[config.mk]
export PLATFORM = sky130hd
export DESIGN_NAME = mips
export DESIGN_NICKNAME = d
export VERILOG_FILES = /design/src/rtl/mips.sv
export SDC_FILE = /design/constraint.sdc
export NUM_CORES = 2
export LEC_CHECK = 0
export ABC_AREA = 1
export CAP_MARGIN = 20
export CORE_MARGIN = 3
export CORE_UTILIZATION = 47
export CTS_CLUSTER_SIZE = 30
export DETAILED_ROUTE_END_ITERATION = 6
export HOLD_SLACK_MARGIN = 0.15
export PLACE_DENSITY_LB_ADDON = 0.05
export SLEW_MARGIN = 20
export SYNTH_ARGS = -nofsm -noshare
export SYNTH_HDL_FRONTEND = slang
export SYNTH_SLANG_ARGS = --single-unit
[constraint.sdc]
create_clock -name clk -period 12.15 [get_ports clk]
set_clock_uncertainty 0.2 [all_clocks]
set_input_delay 3.0375 -clock clk [delete_from_list [all_inputs] [get_ports clk]]
set_output_delay 3.0375 -clock clk [all_outputs]
set_load 0.02 [all_outputs]
[src/rtl/mips.sv]
// ---------------------------------------------------------------------------
// mips: single-cycle 32-bit MIPS core (controller + datapath).
//
// Each instruction is fetched, decoded, executed and committed within one
// clock cycle. Instruction and data memories live outside this block.
//
// Ports
//   clk        in   1  rising-edge clock
//   reset      in   1  synchronous, active-high; clears pc and all registers
//   pc         out 32  current fetch address (registered)
//   instr      in  32  instruction at pc (combinational imem)
//   memwrite   out  1  data-memory write enable (SW only)
//   aluout     out 32  ALU result, also the data-memory address
//   writedata  out 32  R[rt], the store data for SW
//   readdata   in  32  data-memory read value at aluout (LW)
// ---------------------------------------------------------------------------
module mips (
    input  logic        clk,
    input  logic        reset,
    output logic [31:0] pc,
    input  logic [31:0] instr,
    output logic        memwrite,
    output logic [31:0] aluout,
    output logic [31:0] writedata,
    input  logic [31:0] readdata
);

    // Opcodes
    localparam logic [5:0] OP_RTYPE = 6'h00;
    localparam logic [5:0] OP_J     = 6'h02;
    localparam logic [5:0] OP_BEQ   = 6'h04;
    localparam logic [5:0] OP_ADDI  = 6'h08;
    localparam logic [5:0] OP_LW    = 6'h23;
    localparam logic [5:0] OP_SW    = 6'h2B;

    // R-type function codes
    localparam logic [5:0] FN_ADD = 6'h20;
    localparam logic [5:0] FN_SUB = 6'h22;
    localparam logic [5:0] FN_AND = 6'h24;
    localparam logic [5:0] FN_OR  = 6'h25;
    localparam logic [5:0] FN_SLT = 6'h2A;

    typedef enum logic [1:0] {
        AOP_ADD   = 2'b00,
        AOP_SUB   = 2'b01,
        AOP_FUNCT = 2'b10
    } aluop_e;

    typedef enum logic [2:0] {
        ALU_ADD = 3'd0,
        ALU_SUB = 3'd1,
        ALU_AND = 3'd2,
        ALU_OR  = 3'd3,
        ALU_SLT = 3'd4
    } alu_ctrl_e;

    // -----------------------------------------------------------------------
    // Instruction fields
    // -----------------------------------------------------------------------
    logic [5:0]  op;
    logic [4:0]  rs;
    logic [4:0]  rt;
    logic [4:0]  rd;
    logic [5:0]  funct;
    logic [15:0] imm;
    logic [25:0] jaddr;
    logic        unused_shamt;

    assign op           = instr[31:26];
    assign rs           = instr[25:21];
    assign rt           = instr[20:16];
    assign rd           = instr[15:11];
    assign funct        = instr[5:0];
    assign imm          = instr[15:0];
    assign jaddr        = instr[25:0];
    assign unused_shamt = ^instr[10:6];

    // -----------------------------------------------------------------------
    // Main decoder
    // -----------------------------------------------------------------------
    logic   is_rtype;
    logic   regdst;
    logic   alusrc;
    logic   memtoreg;
    logic   branch;
    logic   jump;
    logic   dec_memwrite;
    logic   dec_regwrite;
    aluop_e aluop;

    always_comb begin
        is_rtype     = 1'b0;
        regdst       = 1'b0;
        alusrc       = 1'b0;
        memtoreg     = 1'b0;
        branch       = 1'b0;
        jump         = 1'b0;
        dec_memwrite = 1'b0;
        dec_regwrite = 1'b0;
        aluop        = AOP_ADD;
        case (op)
            OP_RTYPE: begin
                is_rtype     = 1'b1;
                regdst       = 1'b1;
                dec_regwrite = 1'b1;
                aluop        = AOP_FUNCT;
            end
            OP_LW: begin
                alusrc       = 1'b1;
                memtoreg     = 1'b1;
                dec_regwrite = 1'b1;
            end
            OP_SW: begin
                alusrc       = 1'b1;
                dec_memwrite = 1'b1;
            end
            OP_BEQ: begin
                branch = 1'b1;
                aluop  = AOP_SUB;
            end
            OP_ADDI: begin
                alusrc       = 1'b1;
                dec_regwrite = 1'b1;
            end
            OP_J: begin
                jump = 1'b1;
            end
            default: ;  // unknown opcode: NOP
        endcase
    end

    // -----------------------------------------------------------------------
    // ALU decoder; funct_ok gates the register write so an unlisted R-type
    // funct degrades to a NOP.
    // -----------------------------------------------------------------------
    alu_ctrl_e alu_ctrl;
    logic      funct_ok;

    always_comb begin
        alu_ctrl = ALU_ADD;
        funct_ok = 1'b1;
        case (aluop)
            AOP_ADD: alu_ctrl = ALU_ADD;
            AOP_SUB: alu_ctrl = ALU_SUB;
            default: begin
                case (funct)
                    FN_ADD:  alu_ctrl = ALU_ADD;
                    FN_SUB:  alu_ctrl = ALU_SUB;
                    FN_AND:  alu_ctrl = ALU_AND;
                    FN_OR:   alu_ctrl = ALU_OR;
                    FN_SLT:  alu_ctrl = ALU_SLT;
                    default: funct_ok = 1'b0;
                endcase
            end
        endcase
    end

    logic regwrite;
    assign regwrite = dec_regwrite & (~is_rtype | funct_ok);
    assign memwrite = dec_memwrite;

    // -----------------------------------------------------------------------
    // Register file: two combinational read ports, R0 hard-wired to zero
    // -----------------------------------------------------------------------
    logic [31:0] rf_q [32];
    logic [31:0] rd1;
    logic [31:0] rd2;

    assign rd1       = (rs == 5'd0) ? 32'd0 : rf_q[rs];
    assign rd2       = (rt == 5'd0) ? 32'd0 : rf_q[rt];
    assign writedata = rd2;

    // -----------------------------------------------------------------------
    // ALU (two's complement, wrap-around)
    // -----------------------------------------------------------------------
    logic signed [31:0] imm_sext;
    logic signed [31:0] src_a;
    logic signed [31:0] src_b;
    logic signed [31:0] alu_res;

    assign imm_sext = {{16{imm[15]}}, imm};
    assign src_a    = rd1;
    assign src_b    = alusrc ? imm_sext : rd2;

    always_comb begin
        alu_res = src_a + src_b;
        case (alu_ctrl)
            ALU_ADD: alu_res = src_a + src_b;
            ALU_SUB: alu_res = src_a - src_b;
            ALU_AND: alu_res = src_a & src_b;
            ALU_OR:  alu_res = src_a | src_b;
            ALU_SLT: alu_res = (src_a < src_b) ? 32'sd1 : 32'sd0;
            default: alu_res = src_a + src_b;
        endcase
    end

    assign aluout = alu_res;

    // -----------------------------------------------------------------------
    // Write-back selection
    // -----------------------------------------------------------------------
    logic [4:0]  waddr;
    logic [31:0] wdata;

    assign waddr = regdst ? rd : rt;
    assign wdata = memtoreg ? readdata : aluout;

    // -----------------------------------------------------------------------
    // Next PC: jump beats branch; the branch offset is relative to pc + 4
    // -----------------------------------------------------------------------
    logic [31:0] pc_q;
    logic [31:0] pc_d;
    logic [31:0] pc_plus4;
    logic [31:0] pc_branch;
    logic        zero;

    assign pc_plus4  = pc_q + 32'd4;
    assign pc_branch = pc_plus4 + (imm_sext <<< 2);
    assign zero      = (aluout == 32'd0);

    always_comb begin
        pc_d = pc_plus4;
        if (jump)
            pc_d = {pc_plus4[31:28], jaddr, 2'b00};
        else if (branch && zero)
            pc_d = pc_branch;
    end

    assign pc = pc_q;

    // -----------------------------------------------------------------------
    // State update; reset suppresses both the PC step and the register write
    // -----------------------------------------------------------------------
    always_ff @(posedge clk) begin
        if (reset) begin
            pc_q <= 32'd0;
            for (int i = 0; i < 32; i++)
                rf_q[i] <= 32'd0;
        end else begin
            pc_q <= pc_d;
            if (regwrite && (waddr != 5'd0))
                rf_q[waddr] <= wdata;
        end
    end

endmodule

### Yosys cells after proc, flatten, opt, wreduce, memory -nomap -nowiden

Memories as Yosys holds them, arrays and structs flattened.
Cells that the tools add are included.

| word-level totals | value |
|---|---|
| output and inout bits | 97 |
| bits in writable memories | 1024 |
| logic and storage cells | 71 |
| input port bits | 66 |
| memories kept | 1 |
| register bits after elaboration | 32 |

| operators by class | value |
|---|---|
| reduce and logical (&&, ||, !) cells | 14 |
| magnitude comparators | 1 |
| $add $sub $neg | 4 |
| equal/unequal tests | 15 |
| mux-type cells | 29 |
| bitwise operators | 5 |

Memories:

| name | depth | bits a word | read ports | clocked after Yosys merged registers in | write ports | RTL line | RTL |
|---|---|---|---|---|---|---|---|
| rf_q | 32 | 32 | 2 | 0 | 32 | 165 | `logic [31:0] rf_q [32];` |

Operators by type and width:

| kind | count |
|---|---|
| 2-to-1 mux 32 bit | 7 |
| case mux 32 bit (4 select lines) | 1 |
| adder 32 bit | 2 |
| == test 6 bit, second input constant | 7 |
| adder 32 x 3 -> 32 bit, second input constant | 1 |
| AND 32 bit | 1 |
| logical NOT 32 bit | 1 |
| < comparator 32 bit | 1 |
| OR 32 bit | 1 |
| OR reduction 32 bit | 1 |
| subtractor 32 bit | 1 |
| 2-to-1 mux 1 bit | 16 |
| case mux 3 bit (4 select lines) | 1 |
| logical NOT 5 bit | 2 |
| 2-to-1 mux 5 bit | 2 |
| == test 3 x 2 -> 1 bit, second input constant | 2 |
| == test 6 x 2 -> 1 bit, second input constant | 1 |
| == test 6 x 3 -> 1 bit, second input constant | 1 |
| == test 6 x 4 -> 1 bit, second input constant | 1 |
| logical NOT 6 bit | 1 |
| case mux 3 bit (2 select lines) | 1 |
| OR reduction 3 bit | 2 |
| nonzero test 5 bit | 1 |
| OR reduction 5 bit | 1 |
| 10 further kinds | 12 |

### Longest topological paths before layout

| logic depth | value |
|---|---|
| depth in word-level cells | 13 |
| depth in mapped cells | 39 |
| depth with buffers taken out | 35 |

### Least setup slack after synthesis

OpenSTA, ideal clock, no wires.

| timing | value |
|---|---|
| path kind | in2out |
| start | input port instr[16] |
| end | output port aluout[30] |
| data arrival time | 6724 ps |
| cell stages on the path | 25 |
| setup slack | 2189 ps |
| required time | 8912 ps |
| buffers on the path | 4 |
| path through | buf_2 > clkbuf_1 > clkbuf_1 > clkbuf_1 > a21oi_1 > o21ai_0 > o211ai_1 > o311ai_0 > a31oi_1 > o21ai_0 > inv_1 > ha_1 > fa_1 > nand2_1 > nand2_1 > nand3_1 > nand2_1 > nand3_1 > nand2_1 > nand3_1 > nand2_1 > nand2_1 > nand2_1 > nand2_1 > nand3_1 |

| on the way | value |
|---|---|
| cells in the longest elaborated chain, start to end | 5 |
| elaborated cells between the ends (all ways) | 9 |
| classes of those cells | 2 x add/sub; 3 x mux; 2 x bitwise; 1 x reduce/logical; 1 x memory |

RTL lines:

| what | RTL line | RTL |
|---|---|---|
| from (decl) | 21 | `input logic [31:0] instr,` |
| memory read (32 x 32 bit) / logical NOT 5 bit (equally long branches) | - |  |
| 2-to-1 mux 32 bit * | 170 | `assign rd2 = (rt == 5'd0) ? 32'd0 : rf_q[rt];` |
| net writedata[0] | 24 | `output logic [31:0] writedata,` |
| 2-to-1 mux 32 bit * | 183 | `assign src_b = alusrc ? imm_sext : rd2;` |
| adder 32 bit / subtractor 32 bit (equally long branches) | 188, 193, 189 |  |
| case mux 32 bit (4 select lines) * | 187 | `case (alu_ctrl)` |
| to (decl) | 23 | `output logic [31:0] aluout,` |

Mark *: on every way through the listed nets, which the timed path passes. The rest lies on a longest branch.

### Worst setup path in the final report

| timing | value |
|---|---|
| start | input port instr[16] |
| end | output port aluout[23] |

| on the way | value |
|---|---|
| cells in the longest elaborated chain, start to end | 5 |
| elaborated cells between the ends (all ways) | 9 |
| classes of those cells | 2 x add/sub; 3 x mux; 2 x bitwise; 1 x reduce/logical; 1 x memory |

RTL lines:

| what | RTL line |
|---|---|
| memory read (32 x 32 bit) / logical NOT 5 bit (equally long branches) | - |
| 2-to-1 mux 32 bit * | 170 |
| 2-to-1 mux 32 bit * | 183 |
| adder 32 bit, or another cell as far along | 188, 193 |
| case mux 32 bit (4 select lines) * | 187 |

Mark *: on every way between the ends. The rest lies on a longest branch, timed or not.

==> flow_metrics.env <==
export IMPL_netlist_area_leader_share=0.471
export IMPL_utilization=0.533
export IMPL_synth_top_family_by_area="simple AND/OR/NAND/NOR gates"
export IMPL_cts_root_buf="clkbuf_16"
export IMPL_synthCells=8221
export IMPL_synthTopCellsByCount="nor2_1, o21ai_0, edfxtp_1, nand2_1, clkbuf_1"
export IMPL_max_slew_margin=0.226
export IMPL_post_synth_and_or_nand_nor_area_fraction=0.235
export IMPL_vias=64200
export IMPL_synthTopCellsByArea="edfxtp_1, nor2_1, o21ai_0"
export IMPL_firstDrtPassIters=6
export IMPL_area_growth_pct=12.5
export IMPL_synth_mux_area_fraction=0.000767
export IMPL_yosysUniqueCellTypes=61
export IMPL_cts_buffers=118
export IMPL_layout_drive_gt1_share=0.0758
export IMPL_crit_fanout=117
export IMPL_yosys_area_top_type="edfxtp_1"
export IMPL_rows=136
export IMPL_clk_latency_ns=0.77
export IMPL_fin_hold_ws_ns=0.431
export IMPL_via_per_inst=6.39
export IMPL_placedCellCount=9808
export IMPL_grt_max_degree=135
export IMPL_arrival_ns=8.67
export IMPL_ys_seq_area_frac=0.481
export IMPL_endpoint_kind="primary output"
export IMPL_drv_slew=0
export IMPL_vdd_drop_max_uv=177
export IMPL_clk_pin_slew_ns=0.06
export IMPL_core_region_area_mm2=0.138
export IMPL_synthAdderAreaFrac=0.0255
export IMPL_htreeDepth=3
export IMPL_postSynthAreaPerCell_um2=7.93
export IMPL_hold_path_class="reg -> reg"
export IMPL_worstMarginPinSlew_ns=1.16
export IMPL_crit_slowest_cell="clkdlybuf4s50_1"
export IMPL_dieArea_mm2=0.143
export IMPL_fin_tns_setup_ns=0
export IMPL_wl_mm=298
export IMPL_die_h_um=379
export IMPL_synth_compound_area_frac=0.176
export IMPL_synth_main_ff_cell="edfxtp_1"
export IMPL_drt_initial_drc_count=10200
export IMPL_synthXorXnorAreaFrac=0.00698
export IMPL_synthArstFlopShare=0
export IMPL_wl_per_cell_um=29.7
export IMPL_yosys_register_bits=1054
export IMPL_maxCapViolCount=0
export IMPL_cts_tree="built"
export IMPL_portBuffers=160
export IMPL_fmax_mhz=84.0
export IMPL_crit_path_start_kind="input port"
export IMPL_postCtsSetupBuffers=0
export IMPL_slowest_delay_ns=0.63
export IMPL_dieWidth_um=379
export IMPL_fin_crit_sh=0.980
export IMPL_drc=0
export IMPL_dp_hpwl_mm=189
export IMPL_gp_congestion=0.993
export IMPL_grt_pass1_vias=58900
export IMPL_yosysWarnings=0
export IMPL_powerDensity_mw_per_mm2=151
export IMPL_setup_violations=0
export IMPL_outcome="complete, no violations"
export IMPL_layout_nets=8333
export IMPL_p_leak_nw=28.9
export IMPL_required_ns=8.91
export IMPL_pin_count=163
export IMPL_crit_top_cell="nand2_1"
export IMPL_grt_pass1_wl_mm=417
export IMPL_postRouteAntennaNets=0
export IMPL_clock_path_buffers=3
export IMPL_gr_total_overflow=0
export IMPL_fin_crit_ns=11.90
export IMPL_antenna_found_initial=14
export IMPL_start_util=0.474
export IMPL_synth_edff_count=1024
export IMPL_clock_sinks=1054
export IMPL_rsz0062_at_grt="false"
export IMPL_syn_area_mm2=0.0652
export IMPL_hold_violations=0
export IMPL_crit_type="in -> out"
export IMPL_grtUsageTotal=0.403
export IMPL_yosysMostFrequentCell="nor2_1"
export IMPL_layout_cells_non_filler=10000
-- stage by stage --
stage	setup WS [ns]	area, um2	power, mW
finish	0.246	73400	11.1
global route	0.0130	73400	11.4
CTS	0.284	73300	11.0
detailed placement	0.286	69700	7.57
global placement	0.272	69500	7.56
floorplan	2.19	65400	5.96
-- worst max-delay path: cells and delay by family --
kind,cells,cell delay (ns)
simple gates,15,2.33
buf+inv,4,1.40
fa+ha+maj,1,0.48
compound gates,6,1.30
-- worst paths after layout --
check	slack, ns	depth (start not counted)	from	to
max reg2reg	5.12	31	rf_q[25][13]	pc[19]
min reg2reg	0.43	3	pc[31]	pc[31]
min	0.43	3	pc[31]	pc[31]
max	0.25	26	instr[16]	aluout[23]
-- what timing repair did --
| item | CTS | global route |
|---|---|---|
| endpoints found under the setup margin | 0 | 2 |
| hold buffers | 0 | 0 |
| endpoints found under the hold margin | 0 | 0 |
| resized for setup | 0 | 6 |
-- cells by family after synthesis --
| group | after synthesis |
|---|---|
| AO/OA/AOI/OAI | 2012 |
| AND/OR/NAND/NOR | 3697 |
| other | 1 |
| XOR/XNOR | 52 |
| multiplexers | 5 |
| buffers and inverters | 1269 |
| adder cells (fa/ha/maj) | 131 |
| flip-flops | 1054 |
-- per-layer routing --
layer  part of all wire  track usage
met3               0.14        0.127
met5            0.00023            0
met1               0.37        0.525
met2               0.42        0.591
met4              0.065        0.232
-- registers in the layout, indices dropped and copies added, names as in the netlist --
name,cells
rf_q,1024
pc,30
-- cell type report --
type	instances	area (um2)
Fill cell	12900	64300
Tap cell	1794	2240
Inverter	586	2240
Clock buffer	150	3070
Clock inverter	71	546
Antenna cell	3	7.51
Multi-Input combinational cell	5931	29700
Timing Repair Buffer	445	4260
Sequential cell	1054	31400
-- report_power, final --
part,switching (mW),internal [mW],leakage [nW],total (mW)
clock network,1.56,1.91,1.75,3.47
logic,2.65,0.836,16.3,3.48
registers,0.0589,4.10,10.9,4.16
total,4.27,6.85,28.9,11.1
-- cells in the final DEF (no fill, tap or decap), drive strengths merged, types with 6 or more instances in the layout --
cell type      Yosys  layout
clkdlybuf4s50      0     146
buf               91     298
nand4            106     106
nor4               6       6
a31oi              6       6
inv              579     586
o22ai            138     138
xor2              32      32
nand3            529     529
o211ai           145     145
a221oi             6       6
bufinv             0       6
nor2            2026    2026
a211oi            12      12
o21bai            10      10
nand2            986     986
o221ai           194     194
a21oi            329     329
clkbuf           592     151
nor3              27      27
o21ai           1148    1148
nand3b             9       9
conb               1      34
xnor2             20      20
clkinv             7      60
dfxtp             30      30
ha               128     128
edfxtp          1024    1024
or2                7       7
Note: power is estimated with default switching activity, not from simulation.
